`src/rtl/qbert_cmd_if.sv`:
```
// Avalon-MM slave bus between the NIOS and the Qbert command scheduler.
// The NIOS side (or a testbench) uses the master modport; the scheduler uses slave.
interface qbert_cmd_if;
    logic [1:0]  Avalon_address;
    logic        Avalon_write;
    logic [31:0] Avalon_writedata;
    logic        Avalon_read;
    logic [31:0] Avalon_readdata;

    modport master (
        output Avalon_address,
        output Avalon_write,
        output Avalon_writedata,
        output Avalon_read,
        input  Avalon_readdata
    );

    modport slave (
        input  Avalon_address,
        input  Avalon_write,
        input  Avalon_writedata,
        input  Avalon_read,
        output Avalon_readdata
    );
endinterface

```
`src/rtl/qbert_cmd_scheduler.sv`:
```
// Frame-synchronous command scheduler: NIOS pushes game commands into a FIFO,
// one command is issued per LCD frame as a fixed-width strobe; jumps then wait
// for the engine's move-done (or a timeout) before the next command may go.
module qbert_cmd_scheduler #(
    parameter int DEPTH        = 4,
    parameter int PULSE_CYCLES = 4,
    parameter int TIMEOUT      = 50_000_000
) (
    input  logic        Avalon_CLK_50,
    input  logic        iRST_n,
    qbert_cmd_if.slave  avs,
    input  logic        iFrameToggle,
    input  logic        iDoneMove,
    output logic        oStart,
    output logic        oPause,
    output logic        oResume,
    output logic        oJump,
    output logic [2:0]  oJumpDir,
    output logic        oBusy,
    output logic        oIrq
);

    localparam int AW = $clog2(DEPTH);
    localparam int CW = AW + 1;
    localparam int PW = $clog2(PULSE_CYCLES + 1);

    localparam logic [PW-1:0] PULSE_LOAD = PW'(PULSE_CYCLES);
    localparam logic [CW-1:0] FULL_CNT   = CW'(DEPTH);
    localparam logic [25:0]   WAIT_LAST  = 26'(TIMEOUT - 1);
    localparam logic [25:0]   WAIT_MAX   = 26'h3FF_FFFF;

    localparam logic [2:0] OP_START  = 3'd1;
    localparam logic [2:0] OP_PAUSE  = 3'd2;
    localparam logic [2:0] OP_RESUME = 3'd3;
    localparam logic [2:0] OP_JUMP   = 3'd4;

    typedef enum logic [1:0] {
        ST_IDLE       = 2'd0,
        ST_WAIT_FRAME = 2'd1,
        ST_ISSUE      = 2'd2,
        ST_WAIT_DONE  = 2'd3
    } state_t;

    // Only the four game opcodes are accepted into the FIFO.
    function automatic logic is_legal_op(input logic [2:0] op);
        case (op)
            OP_START, OP_PAUSE, OP_RESUME, OP_JUMP: return 1'b1;
            default:                                return 1'b0;
        endcase
    endfunction

    // Synchroniser chains and their edge-detect history
    logic frame_meta_q, frame_sync_q, frame_prev_q;
    logic done_meta_q,  done_sync_q,  done_prev_q;
    logic frame_evt_s, done_rise_s;

    // Bus decode
    logic       cmd_wr_s, ctrl_wr_s, flush_s, clr_s, legal_s;
    logic [2:0] op_in_s, dir_in_s;

    // FIFO
    logic [5:0]    fifo_mem_q [DEPTH];
    logic [5:0]    fifo_mem_d [DEPTH];
    logic [AW-1:0] wr_ptr_q, wr_ptr_d, rd_ptr_q, rd_ptr_d;
    logic [CW-1:0] count_q, count_d;
    logic          full_s, empty_s, push_s, pop_s;
    logic [5:0]    head_s;

    // FSM and its counters / command register
    state_t        state_q, state_d;
    logic [PW-1:0] pulse_cnt_q, pulse_cnt_d;
    logic [25:0]   wait_cnt_q, wait_cnt_d;
    logic [2:0]    cmd_op_q, cmd_op_d, cmd_dir_q, cmd_dir_d;
    logic          done_set_s, tmo_set_s, ovf_set_s, ill_set_s;

    // Sticky bits and registered outputs
    logic        ovf_q, ovf_d, ill_q, ill_d, done_q, done_d, tmo_q, tmo_d;
    logic        start_q, start_d, pause_q, pause_d, resume_q, resume_d, jump_q, jump_d;
    logic [2:0]  jump_dir_q, jump_dir_d;
    logic        busy_q, busy_d, irq_q, irq_d;
    logic [31:0] rdata_q, rdata_d, status_s;

    // Two-flop synchronisers plus one history flop each for edge detection
    always_ff @(posedge Avalon_CLK_50 or negedge iRST_n) begin
        if (!iRST_n) begin
            frame_meta_q <= 1'b0;
            frame_sync_q <= 1'b0;
            frame_prev_q <= 1'b0;
            done_meta_q  <= 1'b0;
            done_sync_q  <= 1'b0;
            done_prev_q  <= 1'b0;
        end else begin
            frame_meta_q <= iFrameToggle;
            frame_sync_q <= frame_meta_q;
            frame_prev_q <= frame_sync_q;
            done_meta_q  <= iDoneMove;
            done_sync_q  <= done_meta_q;
            done_prev_q  <= done_sync_q;
        end
    end

    assign frame_evt_s = frame_sync_q ^ frame_prev_q;
    assign done_rise_s = done_sync_q & ~done_prev_q;

    assign cmd_wr_s  = avs.Avalon_write && (avs.Avalon_address == 2'd0);
    assign ctrl_wr_s = avs.Avalon_write && (avs.Avalon_address == 2'd2);
    assign flush_s   = ctrl_wr_s && avs.Avalon_writedata[0];
    assign clr_s     = ctrl_wr_s && avs.Avalon_writedata[1];
    assign op_in_s   = avs.Avalon_writedata[2:0];
    assign dir_in_s  = avs.Avalon_writedata[6:4];
    assign legal_s   = is_legal_op(op_in_s);

    assign full_s  = (count_q == FULL_CNT);
    assign empty_s = (count_q == {CW{1'b0}});
    assign head_s  = fifo_mem_q[rd_ptr_q];
    // A pop frees a slot in the same cycle, so a push to a full FIFO still fits.
    assign pop_s     = (state_q == ST_IDLE) && !empty_s;
    assign push_s    = cmd_wr_s && legal_s && (!full_s || pop_s) && !flush_s;
    assign ovf_set_s = cmd_wr_s && legal_s && full_s && !pop_s && !flush_s;
    assign ill_set_s = cmd_wr_s && !legal_s;

    // FIFO next state: flush wins over push/pop bookkeeping
    always_comb begin
        fifo_mem_d = fifo_mem_q;
        wr_ptr_d   = wr_ptr_q;
        rd_ptr_d   = rd_ptr_q;
        count_d    = count_q;
        if (flush_s) begin
            wr_ptr_d = {AW{1'b0}};
            rd_ptr_d = {AW{1'b0}};
            count_d  = {CW{1'b0}};
        end else begin
            if (push_s) begin
                fifo_mem_d[wr_ptr_q] = {dir_in_s, op_in_s};
                wr_ptr_d             = wr_ptr_q + AW'(1);
            end else begin
                wr_ptr_d = wr_ptr_q;
            end
            if (pop_s) begin
                rd_ptr_d = rd_ptr_q + AW'(1);
            end else begin
                rd_ptr_d = rd_ptr_q;
            end
            case ({push_s, pop_s})
                2'b10:   count_d = count_q + CW'(1);
                2'b01:   count_d = count_q - CW'(1);
                default: count_d = count_q;
            endcase
        end
    end

    // FIFO storage and pointers
    always_ff @(posedge Avalon_CLK_50 or negedge iRST_n) begin
        if (!iRST_n) begin
            for (int i = 0; i < DEPTH; i++) begin
                fifo_mem_q[i] <= 6'd0;
            end
            wr_ptr_q <= {AW{1'b0}};
            rd_ptr_q <= {AW{1'b0}};
            count_q  <= {CW{1'b0}};
        end else begin
            fifo_mem_q <= fifo_mem_d;
            wr_ptr_q   <= wr_ptr_d;
            rd_ptr_q   <= rd_ptr_d;
            count_q    <= count_d;
        end
    end

    // FSM next state, counters and command register
    always_comb begin
        state_d     = state_q;
        pulse_cnt_d = pulse_cnt_q;
        wait_cnt_d  = wait_cnt_q;
        cmd_op_d    = cmd_op_q;
        cmd_dir_d   = cmd_dir_q;
        done_set_s  = 1'b0;
        tmo_set_s   = 1'b0;
        case (state_q)
            ST_IDLE: begin
                if (pop_s) begin
                    cmd_op_d  = head_s[2:0];
                    cmd_dir_d = head_s[5:3];
                    state_d   = ST_WAIT_FRAME;
                end else begin
                    state_d = ST_IDLE;
                end
            end
            ST_WAIT_FRAME: begin
                if (frame_evt_s) begin
                    pulse_cnt_d = PULSE_LOAD;
                    state_d     = ST_ISSUE;
                end else begin
                    state_d = ST_WAIT_FRAME;
                end
            end
            ST_ISSUE: begin
                if (pulse_cnt_q <= PW'(1)) begin
                    if (cmd_op_q == OP_JUMP) begin
                        wait_cnt_d = 26'd0;
                        state_d    = ST_WAIT_DONE;
                    end else begin
                        done_set_s = 1'b1;
                        state_d    = ST_IDLE;
                    end
                end else begin
                    pulse_cnt_d = pulse_cnt_q - PW'(1);
                end
            end
            ST_WAIT_DONE: begin
                if (done_rise_s) begin
                    done_set_s = 1'b1;
                    state_d    = ST_IDLE;
                end else if (wait_cnt_q == WAIT_LAST) begin
                    tmo_set_s = 1'b1;
                    state_d   = ST_IDLE;
                end else if (wait_cnt_q != WAIT_MAX) begin
                    wait_cnt_d = wait_cnt_q + 26'd1;
                end else begin
                    wait_cnt_d = wait_cnt_q;
                end
            end
            default: begin
                state_d = ST_IDLE;
            end
        endcase
    end

    // FSM state register, counters and latched command
    always_ff @(posedge Avalon_CLK_50 or negedge iRST_n) begin
        if (!iRST_n) begin
            state_q     <= ST_IDLE;
            pulse_cnt_q <= {PW{1'b0}};
            wait_cnt_q  <= 26'd0;
            cmd_op_q    <= 3'd0;
            cmd_dir_q   <= 3'd0;
        end else begin
            state_q     <= state_d;
            pulse_cnt_q <= pulse_cnt_d;
            wait_cnt_q  <= wait_cnt_d;
            cmd_op_q    <= cmd_op_d;
            cmd_dir_q   <= cmd_dir_d;
        end
    end

    // Sticky bits (set beats clear), output decode from next state, read mux
    always_comb begin
        ovf_d  = ovf_set_s  ? 1'b1 : (clr_s ? 1'b0 : ovf_q);
        ill_d  = ill_set_s  ? 1'b1 : (clr_s ? 1'b0 : ill_q);
        done_d = done_set_s ? 1'b1 : (clr_s ? 1'b0 : done_q);
        tmo_d  = tmo_set_s  ? 1'b1 : (clr_s ? 1'b0 : tmo_q);
        irq_d  = done_d | tmo_d;
        busy_d = (state_d != ST_IDLE);

        // Decoding from the next state keeps strobes aligned with ISSUE.
        start_d  = (state_d == ST_ISSUE) && (cmd_op_d == OP_START);
        pause_d  = (state_d == ST_ISSUE) && (cmd_op_d == OP_PAUSE);
        resume_d = (state_d == ST_ISSUE) && (cmd_op_d == OP_RESUME);
        jump_d   = (state_d == ST_ISSUE) && (cmd_op_d == OP_JUMP);
        if (((state_d == ST_ISSUE) || (state_d == ST_WAIT_DONE)) && (cmd_op_d == OP_JUMP)) begin
            jump_dir_d = cmd_dir_d;
        end else begin
            jump_dir_d = 3'd0;
        end

        status_s        = 32'd0;
        status_s[3:0]   = 4'(count_q);
        status_s[4]     = full_s;
        status_s[5]     = empty_s;
        status_s[6]     = (state_q != ST_IDLE);
        status_s[8]     = ovf_q;
        status_s[9]     = ill_q;
        status_s[10]    = done_q;
        status_s[11]    = tmo_q;
        status_s[14:12] = {1'b0, state_q};

        rdata_d = rdata_q;
        if (avs.Avalon_read) begin
            case (avs.Avalon_address)
                2'd1:    rdata_d = status_s;
                2'd3:    rdata_d = {6'd0, wait_cnt_q};
                default: rdata_d = 32'd0;
            endcase
        end else begin
            rdata_d = rdata_q;
        end
    end

    // Sticky bits and all registered outputs
    always_ff @(posedge Avalon_CLK_50 or negedge iRST_n) begin
        if (!iRST_n) begin
            ovf_q      <= 1'b0;
            ill_q      <= 1'b0;
            done_q     <= 1'b0;
            tmo_q      <= 1'b0;
            start_q    <= 1'b0;
            pause_q    <= 1'b0;
            resume_q   <= 1'b0;
            jump_q     <= 1'b0;
            jump_dir_q <= 3'd0;
            busy_q     <= 1'b0;
            irq_q      <= 1'b0;
            rdata_q    <= 32'd0;
        end else begin
            ovf_q      <= ovf_d;
            ill_q      <= ill_d;
            done_q     <= done_d;
            tmo_q      <= tmo_d;
            start_q    <= start_d;
            pause_q    <= pause_d;
            resume_q   <= resume_d;
            jump_q     <= jump_d;
            jump_dir_q <= jump_dir_d;
            busy_q     <= busy_d;
            irq_q      <= irq_d;
            rdata_q    <= rdata_d;
        end
    end

    assign oStart              = start_q;
    assign oPause              = pause_q;
    assign oResume             = resume_q;
    assign oJump               = jump_q;
    assign oJumpDir            = jump_dir_q;
    assign oBusy               = busy_q;
    assign oIrq                = irq_q;
    assign avs.Avalon_readdata = rdata_q;

endmodule

```
`src/flat_wrapper.sv`:
```
// flat-port wrapper written by rule: the top's interface ports become plain ports
module qbert_cmd_scheduler_flat 
#(
    parameter int DEPTH        = 4,
    parameter int PULSE_CYCLES = 4,
    parameter int TIMEOUT      = 50_000_000
)
  (Avalon_CLK_50, iRST_n, iFrameToggle, iDoneMove, oStart, oPause, oResume, oJump, oJumpDir, oBusy, oIrq, avs_Avalon_address, avs_Avalon_write, avs_Avalon_writedata, avs_Avalon_read, avs_Avalon_readdata);
  qbert_cmd_if avs_i ();
  input  logic Avalon_CLK_50;
  input  logic iRST_n;
  input  logic iFrameToggle;
  input  logic iDoneMove;
  output logic oStart;
  output logic oPause;
  output logic oResume;
  output logic oJump;
  output logic [2:0] oJumpDir;
  output logic oBusy;
  output logic oIrq;
  input wire logic [$bits(avs_i.Avalon_address)-1:0] avs_Avalon_address;
  input wire logic [$bits(avs_i.Avalon_write)-1:0] avs_Avalon_write;
  input wire logic [$bits(avs_i.Avalon_writedata)-1:0] avs_Avalon_writedata;
  input wire logic [$bits(avs_i.Avalon_read)-1:0] avs_Avalon_read;
  output wire logic [$bits(avs_i.Avalon_readdata)-1:0] avs_Avalon_readdata;
  assign avs_i.Avalon_address = avs_Avalon_address;
  assign avs_i.Avalon_write = avs_Avalon_write;
  assign avs_i.Avalon_writedata = avs_Avalon_writedata;
  assign avs_i.Avalon_read = avs_Avalon_read;
  assign avs_Avalon_readdata = avs_i.Avalon_readdata;
  qbert_cmd_scheduler #(.DEPTH(DEPTH), .PULSE_CYCLES(PULSE_CYCLES), .TIMEOUT(TIMEOUT)) u_core (.Avalon_CLK_50(Avalon_CLK_50), .iRST_n(iRST_n), .avs(avs_i), .iFrameToggle(iFrameToggle), .iDoneMove(iDoneMove), .oStart(oStart), .oPause(oPause), .oResume(oResume), .oJump(oJump), .oJumpDir(oJumpDir), .oBusy(oBusy), .oIrq(oIrq));
endmodule
```
`config.mk`:
```
export PLATFORM = sky130hd
export DESIGN_NAME = qbert_cmd_scheduler_flat
export DESIGN_NICKNAME = d
export VERILOG_FILES = /design/src/rtl/qbert_cmd_if.sv /design/src/rtl/qbert_cmd_scheduler.sv /design/src/flat_wrapper.sv
export SDC_FILE = /design/constraint.sdc
export NUM_CORES = 1
export LEC_CHECK = 0
export ABC_AREA = 0
export BUFFER_PORTS_ARGS = -buffer_cell sky130_fd_sc_hd__buf_2
export CORE_MARGIN = 5
export CORE_UTILIZATION = 40
export CTS_CLUSTER_SIZE = 30
export DETAILED_ROUTE_END_ITERATION = 16
export PLACE_DENSITY = 0.65
export SLEW_MARGIN = 40
export SYNTH_ARGS = -nofsm -noshare
export SYNTH_HDL_FRONTEND = slang
export SYNTH_SLANG_ARGS = --single-unit
```
`constraint.sdc`:
```
create_clock -name Avalon_CLK_50 -period 2.8 [get_ports Avalon_CLK_50]
set_input_delay 0.14 -clock Avalon_CLK_50 [delete_from_list [all_inputs] [get_ports Avalon_CLK_50]]
set_output_delay 0.14 -clock Avalon_CLK_50 [all_outputs]
set_load 0.02 [all_outputs]
```
==> results.ini <==
[setup_path]
r2r_cells = 10
cp_num_buf_inv = 2
critPathArrivalTime_ns = 2.87
cp-end-kind = register
path_max_fanout = 6
crit_slowest_cell = dfrtp_1
cp.depth = 10
reg2reg_slack_ns = 0.25
crit_end = u_core.count_q[2]
crit_chain = inv_1, ha_1, nor2_1, nor2b_1, inv_1, ha_1, fa_1, xnor2_1, or3_1, a21oi_1
cp-start-kind = register
r2r-start = u_core.state_q[0]
cp_top_family = adder cells
critPathRequiredTime_ns = 3.13
crit_start = u_core.state_q[0]
critPathMaxStageDelay_ns = 0.44
worstSetupPathType = reg -> reg
reg2reg_to = u_core.count_q[2]

[power_and_ir_drop]
internal-power_mw = 4.38
power_frac_clock_pct = 39.9
ir_worst_vdd_mv = 0.603
p_sw_share_pct = 28.9
power.leakage_nw = 3.06
pwr-share-comb_pct = 24.2
p_per_area_nw_per_um2 = 928
p_seq_share_pct = 35.9
switchingPower_mw = 1.78

[die]
die-height_um = 127
start_util_pct = 40.9
ios = 81
die_x_um = 127
rows = 42
core_um2 = 13300
dieArea_um2 = 16000

[logic_synthesis]
synth-compound-area-share_pct = 10.6
synthCells = 519
synth_area_um2 = 5440
synthMuxAreaShare_pct = 9.30
synth-xor-area-share_pct = 2.58
synth_fa_ha_area_share_pct = 3.36
synthSimpleGateAreaFrac_pct = 16.9
yosys_warnings = 0
synth-seq-cells = 113
yosys_most_used_dff = dfrtp_1
avgSynthCellArea_um2 = 10.5
synth_top_family_by_area = simple AND/OR/NAND/NOR gates
async_reset_ff_share_pct = 100
synth_edf_count = 0
synth-seq-area-share_pct = 52.0
synth.distinct_cells = 60

[grt]
grt_pass1_vias = 4144
grt_pass1_wl_um = 20600
grt_use_total_pct = 15.9
grt_antenna_before_repair = 0
overflow = 0
grt_max_degree = 76

[route]
drc_errors = 0
dr.pass1.iters = 4
wl_um = 12000
wire_per_inst_um = 15.5
route.vias.total = 3965
ant_nets = 0
via_per_inst = 5.13
drt_iter0_drc = 178

[timing]
final_max_slew_viol_count = 0
worst_pin_slew_ns = 0.670
finalClockSkew_ns = 0.00684
setup_viol = 0
hold_ws_ns = 0.0148
hold_violations = 0
grt_setup_unrepaired = no
min_period_ns = 2.55
post-route-period-util_pct = 91.0
slew_headroom_pct = 55.3
finalSetupTns_ns = 0
max_freq_mhz = 392

[run_status]
status = finished, final reports clean

[finish]
syn_to_final_growth_pct = 22.0
fin_cells = 773
layout.nets = 638
final_util_pct = 49.9
antenna_cells = 0
drive_gt1_share_pct = 23.1

[clocking]
ctsLongestPathBuffers = 2
clk_pin_slew_worst_paths_ns = 0.05
cts_made_buffers = 17
cts_root_buffer = clkbuf_16
tritoncts = done
clock_sinks = 113
h-tree-depth = 4
postCtsSetupRepairBufs = 0
clock_latency_ns = 0.41

[placement]
numPortBuffers = 48
dp.cells = 736
dp_hpwl_um = 8550
place.gp.congestion = 0.836

[min_path]
min_path_type = in -> reg

[job]
drv_cap = 0

logic make-up after synthesis:
logic type / Yosys count
other cells: 1
buf+inv: 69
simple gates: 172
compound gates: 94
flops: 113
fa+ha+maj: 14
xor+xnor: 16
mux: 40
cell type report:
type | count | area [um^2]
clock buffer | 22 | 474
clock inverter | 10 | 204
fill | 1193 | 6660
inverter | 44 | 165
multi-input combinational | 342 | 2350
sequential | 113 | 2830
tap | 176 | 220
timing repair buffer | 66 | 394
power groups by stage:
stage	Clock [mW]	Combinational [mW]	Sequential, mW
2_1_floorplan	0	1.07	2.18
3_3_place_gp	0	1.40	2.20
3_5_place_dp	0	1.46	2.23
4_1_cts	2.50	1.49	2.20
5_1_grt	2.59	1.67	2.25
6_report	2.46	1.49	2.21
layer usage:
metal | global-route usage, % | part of all wire, % | vias to the layer above
li1 | - | - | 1922
met1 | 19.6 | 44 | 1946
met2 | 26.9 | 50 | 79
met3 | 4.88 | 4.6 | 18
met4 | 4.86 | 1.6 | 0
met5 | 0 | 0 | -
cell usage after synthesis, types with 7 or more instances:
cell | number | area [um^2]
a21oi_1 | 19 | 95.1
clkbuf_1 | 13 | 48.8
dfrtp_1 | 113 | 2830
ha_1 | 13 | 163
inv_1 | 43 | 161
mux2_2 | 24 | 270
mux2i_1 | 10 | 100
nand2_1 | 66 | 248
nand3_1 | 13 | 65.1
nand4_1 | 11 | 68.8
nor2_1 | 29 | 109
o21ai_0 | 34 | 170
o22ai_1 | 13 | 81.3
o31ai_1 | 8 | 60.1
or3_1 | 7 | 43.8
xor2_1 | 12 | 105
registers in the layout, indices dropped and copies added, names as in the netlist, 2 cells and up:
register,flops
u_core.pulse_cnt_q,3
u_core.wr_ptr_q,2
u_core.cmd_op_q,3
u_core.count_q,3
u_core.state_q,2
u_core.fifo_mem_q,24
u_core.rd_ptr_q,2
u_core.cmd_dir_q,3
u_core.wait_cnt_q,26
u_core.oJumpDir,3
u_core.avs.Avalon_readdata,26
stage by stage:
stage,total power [mW],setup slack [ns],area [um^2]
finish,6.16,0.252,6640
global route,6.51,0.0920,6640
CTS,6.20,0.0955,6630
detailed placement,3.69,0.118,5900
global placement,3.60,0.159,5900
floorplan,3.26,0.257,5460
worst min-delay path by stage:
stage / slack, ns / start / depth (start not counted) / end
2_1_floorplan: -0.16 / iRST_n / 0 / u_core.avs.Avalon_readdata[0]
4_1_cts: 0.003 / avs_Avalon_writedata[4] / 2 / u_core.fifo_mem_q[9]
5_1_grt: 0.02 / avs_Avalon_writedata[4] / 2 / u_core.fifo_mem_q[3]
3_3_place_gp: 0.25 / iDoneMove / 1 / u_core.done_meta_q
3_5_place_dp: 0.21 / iRST_n / 1 / u_core.avs.Avalon_readdata[3]
6_report: 0.01 / avs_Avalon_writedata[4] / 2 / u_core.fifo_mem_q[9]
repair_timing:
| item | CTS | global route |
|---|---|---|
| endpoints found under the hold margin | 80 | 0 |
| endpoints found under the setup margin | 0 | 1 |
| resized for setup | 0 | 1 |
| hold buffers | 5 | 0 |
cell usage in the layout, fill, tap and decap left out, types with 6 or more instances in the layout:
cell type and instances:
mux4_2 6, bufinv_16 6, mux2_2 24, o22ai_1 13
inv_1 43, or3_1 7, a21oi_1 19, o21ai_0 34
nand2_1 66, ha_1 13, nand2b_1 6, o31ai_1 8
buf_2 47, clkbuf_16 17, nand4_1 11, mux2i_1 10
nand3_1 13, dfrtp_1 113, conb_1 6, xor2_1 12
nor2_1 29, buf_4 13
No activity file was read; power rests on OpenSTA's default activity.
